$ cat config.mk
export PLATFORM = sky130hd
export DESIGN_NAME = pipeline_hazard_ctrl
export DESIGN_NICKNAME = d
export VERILOG_FILES = /design/src/rtl/pipeline_hazard_ctrl_pkg.sv /design/src/rtl/pipeline_hazard_ctrl_md_seq_fsm.sv /design/src/rtl/pipeline_hazard_ctrl.sv
export SDC_FILE = /design/constraint.sdc
export NUM_CORES = 1
export LEC_CHECK = 0
export ABC_CLOCK_PERIOD_IN_PS = 3450
export CAP_MARGIN = 20
export CELL_PAD_IN_SITES_DETAIL_PLACEMENT = 0
export CELL_PAD_IN_SITES_GLOBAL_PLACEMENT = 1
export CORE_ASPECT_RATIO = 1.25
export CORE_MARGIN = 1
export CORE_UTILIZATION = 25
export DETAILED_ROUTE_END_ITERATION = 10
export PLACE_DENSITY = 0.72
export SLEW_MARGIN = 20
export SYNTH_ARGS = -nofsm -noshare
export SYNTH_HDL_FRONTEND = slang
export SYNTH_SLANG_ARGS = --single-unit
$ cat constraint.sdc
create_clock -name i_CLK -period 3.45 [get_ports i_CLK]
set_clock_uncertainty 0.2 [all_clocks]
set_input_delay 0.69 -clock i_CLK [delete_from_list [all_inputs] [get_ports i_CLK]]
set_output_delay 0.69 -clock i_CLK [all_outputs]
set_load 0.02 [all_outputs]
$ cat src/rtl/pipeline_hazard_ctrl_pkg.sv
// Shared encodings for the hazard controller: MDU sequencer states and the
// forward-select codes that the datapath operand muxes decode.
package pipeline_hazard_ctrl_pkg;

    typedef enum logic [1:0] {
        MD_IDLE = 2'b00,
        MD_BUSY = 2'b01,
        MD_DONE = 2'b10
    } md_state_t;

    localparam logic [1:0] FWD_RF = 2'b00;
    localparam logic [1:0] FWD_W  = 2'b01;
    localparam logic [1:0] FWD_M  = 2'b10;

    // The M stage holds the younger result, so it wins over W.
    function automatic logic [1:0] fwd_sel(input logic m_hit, input logic w_hit);
        if (m_hit) begin
            return FWD_M;
        end
        if (w_hit) begin
            return FWD_W;
        end
        return FWD_RF;
    endfunction

endpackage

$ cat src/rtl/pipeline_hazard_ctrl_md_seq_fsm.sv
// Multi-cycle multiply/divide sequencer: holds the pipe for MD_LATENCY cycles
// per op, then pulses done for the cycle the op leaves the execute stage.
module md_seq_fsm
    import pipeline_hazard_ctrl_pkg::*;
#(
    parameter int MD_LATENCY = 32,
    parameter int CNT_WIDTH  = $clog2(MD_LATENCY)
) (
    input  logic i_CLK,
    input  logic i_RST,
    input  logic i_MdStartE,
    output logic busy,
    output logic done,
    output logic stall
);

    localparam logic [CNT_WIDTH-1:0] CNT_LOAD = CNT_WIDTH'(MD_LATENCY - 2);

    md_state_t            state_reg;
    logic [CNT_WIDTH-1:0] cnt_reg;
    logic                 busy_reg;
    logic                 done_reg;

    always_ff @(posedge i_CLK or negedge i_RST) begin
        if (!i_RST) begin
            state_reg <= MD_IDLE;
            cnt_reg   <= '0;
            busy_reg  <= 1'b0;
            done_reg  <= 1'b0;
        end else begin
            case (state_reg)
                MD_IDLE: begin
                    if (i_MdStartE) begin
                        state_reg <= MD_BUSY;
                        cnt_reg   <= CNT_LOAD;
                        busy_reg  <= 1'b1;
                    end
                end
                MD_BUSY: begin
                    if (cnt_reg == '0) begin
                        state_reg <= MD_DONE;
                        done_reg  <= 1'b1;
                    end else begin
                        cnt_reg <= cnt_reg - CNT_WIDTH'(1);
                    end
                end
                // Start is ignored here: the op that just finished is still in E.
                MD_DONE: begin
                    state_reg <= MD_IDLE;
                    busy_reg  <= 1'b0;
                    done_reg  <= 1'b0;
                end
                default: begin
                    state_reg <= MD_IDLE;
                    cnt_reg   <= '0;
                    busy_reg  <= 1'b0;
                    done_reg  <= 1'b0;
                end
            endcase
        end
    end

    assign busy = busy_reg;
    assign done = done_reg;

    // The IDLE term stalls the very first cycle the op sits in E. Gating with
    // reset keeps the pipe free while the controller is held in reset.
    assign stall = i_RST &&
                   (((state_reg == MD_IDLE) && i_MdStartE) || (state_reg == MD_BUSY));

endmodule

$ cat src/rtl/pipeline_hazard_ctrl.sv
// Hazard and sequencing controller for the 5-stage pipeline: forwarding
// selects, stall/flush of the pipeline registers, and the MDU sequencer.
module pipeline_hazard_ctrl
    import pipeline_hazard_ctrl_pkg::*;
#(
    parameter int REG_ADDR_WIDTH = 5,
    parameter int MD_LATENCY     = 32,
    parameter int CNT_WIDTH      = $clog2(MD_LATENCY)
) (
    input  logic                      i_CLK,
    input  logic                      i_RST,
    input  logic [REG_ADDR_WIDTH-1:0] i_RsD,
    input  logic [REG_ADDR_WIDTH-1:0] i_RtD,
    input  logic [REG_ADDR_WIDTH-1:0] i_RsE,
    input  logic [REG_ADDR_WIDTH-1:0] i_RtE,
    input  logic [REG_ADDR_WIDTH-1:0] i_WriteRegE,
    input  logic [REG_ADDR_WIDTH-1:0] i_WriteRegM,
    input  logic [REG_ADDR_WIDTH-1:0] i_WriteRegW,
    input  logic                      i_RegWriteE,
    input  logic                      i_RegWriteM,
    input  logic                      i_RegWriteW,
    input  logic                      i_MemtoRegE,
    input  logic                      i_MemtoRegM,
    input  logic                      i_BranchD,
    input  logic                      i_PCSrcD,
    input  logic                      i_MdStartE,
    output logic                      o_StallF,
    output logic                      o_StallD,
    output logic                      o_FlushD,
    output logic                      o_StallE,
    output logic                      o_FlushE,
    output logic                      o_FlushM,
    output logic                      o_ForwardAD,
    output logic                      o_ForwardBD,
    output logic [1:0]                o_ForwardAE,
    output logic [1:0]                o_ForwardBE,
    output logic                      o_MdBusy,
    output logic                      o_MdDone
);

    // Index 0 is the Rs operand, index 1 the Rt operand.
    logic [REG_ADDR_WIDTH-1:0] src_d [2];
    logic [REG_ADDR_WIDTH-1:0] src_e [2];
    logic [1:0]                fwd_e [2];
    logic                      fwd_d [2];
    logic                      lw_hit [2];
    logic                      br_hit [2];

    logic lwstall;
    logic branchstall;
    logic mdstall;
    logic stall_fd;

    assign src_d[0] = i_RsD;
    assign src_d[1] = i_RtD;
    assign src_e[0] = i_RsE;
    assign src_e[1] = i_RtE;

    // $0 is hardwired to zero, so a match on it never creates a hazard.
    generate
        for (genvar gi = 0; gi < 2; gi++) begin : g_operand
            logic d_nz;
            logic e_nz;

            assign d_nz = (src_d[gi] != '0);
            assign e_nz = (src_e[gi] != '0);

            assign fwd_e[gi] = fwd_sel(e_nz && (src_e[gi] == i_WriteRegM) && i_RegWriteM,
                                       e_nz && (src_e[gi] == i_WriteRegW) && i_RegWriteW);

            assign fwd_d[gi] = d_nz && (src_d[gi] == i_WriteRegM) && i_RegWriteM;

            assign lw_hit[gi] = d_nz && (i_RtE == src_d[gi]);

            // The branch comparator needs its operands in D, so an ALU result
            // still in E or a load still in M forces a wait.
            assign br_hit[gi] = d_nz &&
                                ((i_RegWriteE && (i_WriteRegE == src_d[gi])) ||
                                 (i_MemtoRegM && (i_WriteRegM == src_d[gi])));
        end
    endgenerate

    md_seq_fsm #(
        .MD_LATENCY (MD_LATENCY),
        .CNT_WIDTH  (CNT_WIDTH)
    ) u_md_seq (
        .i_CLK      (i_CLK),
        .i_RST      (i_RST),
        .i_MdStartE (i_MdStartE),
        .busy       (o_MdBusy),
        .done       (o_MdDone),
        .stall      (mdstall)
    );

    assign lwstall     = i_MemtoRegE && (lw_hit[0] || lw_hit[1]);
    assign branchstall = i_BranchD && (br_hit[0] || br_hit[1]);
    assign stall_fd    = lwstall || branchstall || mdstall;

    assign o_StallF = stall_fd;
    assign o_StallD = stall_fd;
    assign o_StallE = mdstall;

    // A held E stage must keep its MDU op, so the bubble waits until the MDU frees it.
    assign o_FlushE = (lwstall || branchstall) && !mdstall;
    assign o_FlushM = mdstall;
    assign o_FlushD = i_PCSrcD && !stall_fd;

    assign o_ForwardAE = fwd_e[0];
    assign o_ForwardBE = fwd_e[1];
    assign o_ForwardAD = fwd_d[0];
    assign o_ForwardBD = fwd_d[1];

endmodule
==> flow_metrics.py <==
metrics = {
    "floorplan": {
        "die_area_um2": 5100,
        "rows": 27,
        "boundaryPins": 59,
        "die_w_um": 64.1,
        "core_area_um2": 4530,
        "die_h_um": 79.6,
        "start_util": 0.266,
    },
    "routing": {
        "wirelength_um": 3840,
        "ant_nets": 0,
        "drt-wirelength-per-cell_um": 13.0,
        "drc": 0,
        "drt_iter0_markers": 56,
        "vias": 1381,
        "first_pass_iters": 4,
        "viasPerCell": 4.67,
    },
    "cells_and_area": {
        "final_util": 0.464,
        "seq_area_um2": 225,
        "layout_commonest_cell": "xnor2_1",
        "mostFrequentLayoutCells": "xnor2_1, clkdlybuf4s50_1, buf_4",
        "nFillCells": 486,
        "n_antenna_cell": 0,
        "multi_input_comb_area_um2": 921,
        "area_delta_synth_final_pct": 74.1,
        "design_area_um2": 2100,
        "final_nets": 285,
        "drive_gt1_frac": 0.244,
        "largest_register_ffs": 5,
    },
    "clocking": {
        "cts_tree": "done",
        "clk_pin_slew_worst_paths_ns": 0.04,
        "cts.path.max_buffers": 2,
        "cts.sinks": 9,
        "htreeDepth": 1,
        "cts_root_buf": "clkbuf_8",
        "numCtsBuffers": 3,
        "insertion_delay_ns": 0.23,
    },
    "setup_path": {
        "r2r-start": "u_md_seq.cnt_reg[0]",
        "critical_path.max_fanout": 2,
        "startpoint_type": "input port",
        "critPathKind": "input port to primary output",
        "worstPathCellList": "clkdlybuf4s50_1 > or4_1 > nor2_1 > nor4_2 > nor4_1 > clkbuf_2",
        "end_kind": "primary output",
        "critPathArrivalTime_ns": 2.45,
        "max_stage_delay_ns": 0.54,
        "crit_start": "i_RsE[1]",
        "crit_required_ns": 2.56,
        "crit_path_top_delay_cell": "or4_1",
    },
    "placed_design": {
        "placed_cell_area_um2": 2050,
        "dp_hpwl_um": 3300,
        "port_buffers": 58,
        "place_congestion": 0.908,
    },
    "timing": {
        "rsz0062_at_grt": "false",
        "hold_violations": 0,
        "fmax_mhz": 300,
        "fin_crit_ns": 3.34,
        "maxSlewHeadroom": 0.736,
        "period_share": 0.967,
        "drv_slew": 0,
        "worstMarginPinSlew_ns": 0.396,
        "setup_violations": 0,
        "holdWs_ns": 0.292,
        "setup_tns_ns": 0,
    },
    "logic_synthesis": {
        "synth_fp_nets": 201,
        "synth_seq_cells": 9,
        "synthTopCellsByArea": "xnor2_1, dfrtp_1, nand2_1, nand4_1, o21ai_0",
        "yosys_warnings": 0,
        "async_reset_ff_frac": 1.00,
        "yosysUniqueCellTypes": 31,
        "ys_seq_area_frac": 0.187,
        "yosys_most_used_dff": "dfrtp_1",
        "netlist_area_um2": 1200,
        "synth-edff-count": 0,
        "syn_inst": 155,
        "yosys.area.top_type": "xnor2_1",
        "syn_area_per_cell_um2": 7.77,
        "synth_top_area_share": 0.342,
    },
    "global_routing": {
        "gr-total-overflow": 0,
        "antenna_found_initial": 0,
        "track_usage": 0.159,
        "grt_pass1_vias": 1431,
        "grt_first_pass_wirelength_um": 6260,
        "grt_max_degree": 13,
    },
    "power": {
        "vdd_drop_max_v": 0.000158,
        "power.leakage_nw": 0.892,
        "powerDensity_nw_per_um2": 352,
    },
    "worst_hold_path": {
        "hold_class": "flop to flop",
        "worstHoldStart": "u_md_seq.busy",
    },
    "flow_run": {
        "maxCapViolations": 0,
    },
    "status": {
        "status": "complete, no violations",
    },
}
critical path: cells and delay by family:
| kind | cells | cell delay, ns |
|---|---|---|
| and+or+nand+nor | 4 | 1.11 |
| buffers and inverters | 2 | 0.65 |
logic make-up (layout without fill, tap and decap cells):
| group | after synthesis | in the layout | share of synthesized area |
|---|---|---|---|
| xor+xnor | 51 | 51 | 0.371 |
| buf+inv | 20 | 103 | 0.0706 |
| simple gates | 50 | 50 | 0.222 |
| fa+ha+maj | 1 | 1 | 0.0104 |
| compound gates | 24 | 24 | 0.139 |
| flops | 9 | 9 | 0.187 |
area by class of cell:
type / instances / share of cell area
multi-input cells: 126 / 0.439
repair buffers: 92 / 0.385
flip-flops and latches: 9 / 0.107
well taps: 58 / 0.0346
clock buffers: 4 / 0.0215
inverters: 7 / 0.0125
power by group:
| group | switching, mW | internal, mW | leakage (nW) |
|---|---|---|---|
| combinational | 0.196 | 0.227 | 0.764 |
| sequential | 0.0419 | 0.155 | 0.105 |
| clock | 0.0392 | 0.0803 | 0.0228 |
| total | 0.277 | 0.463 | 0.892 |
per-layer routing:
layer / GRT usage / vias to the layer above / part of all wire
met5: 0 / - / 0
met4: 0.0511 / 0 / 0.021
met3: 0.0314 / 7 / 0.055
met2: 0.291 / 52 / 0.51
met1: 0.181 / 630 / 0.42
li1: - / 692 / -
final timing paths:
kind | to | slack, ns | cells past startpoint
worst max-delay path | o_ForwardAE[0] | 0.11 | 6
worst min-delay path | u_md_seq.busy | 0.29 | 2
worst max register to register | u_md_seq.cnt_reg[1] | 1.39 | 7
worst min register to register | u_md_seq.busy | 0.29 | 2
max in group asynchronous | u_md_seq.state_reg[1] | 2.33 | 2
min in group asynchronous | u_md_seq.state_reg[0] | 0.58 | 2
per-stage QoR:
stage	worst slack, ns	power, mW	cells
6_report	0.112	0.739	296
5_1_grt	0.0101	0.804	296
4_1_cts	-0.0819	0.743	296
3_5_place_dp	-0.609	0.621	292
3_3_place_gp	-0.583	0.616	292
2_1_floorplan	0.198	0.443	155
synthesized netlist by cell type (3+ instances only):
| cell type | instances |
|---|---|
| xnor2_1 | 47 |
| nand2_1 | 11 |
| clkbuf_1 | 9 |
| dfrtp_1 | 9 |
| nor2_1 | 9 |
| inv_1 | 7 |
| o21ai_0 | 7 |
| nand3_1 | 6 |
| nand4_1 | 6 |
| o22ai_1 | 5 |
| nor4_1 | 4 |
| xor2_1 | 4 |
| nand2b_1 | 3 |
| nor3_1 | 3 |
repair_timing:
item,CTS,global route
buffers inserted,0,0
hold endpoints to repair,0,0
endpoints found under the setup margin,10,9
resized for setup,37,29
pin swaps,6,8
hold buffers,0,0
(Power assumes the default switching activity.)
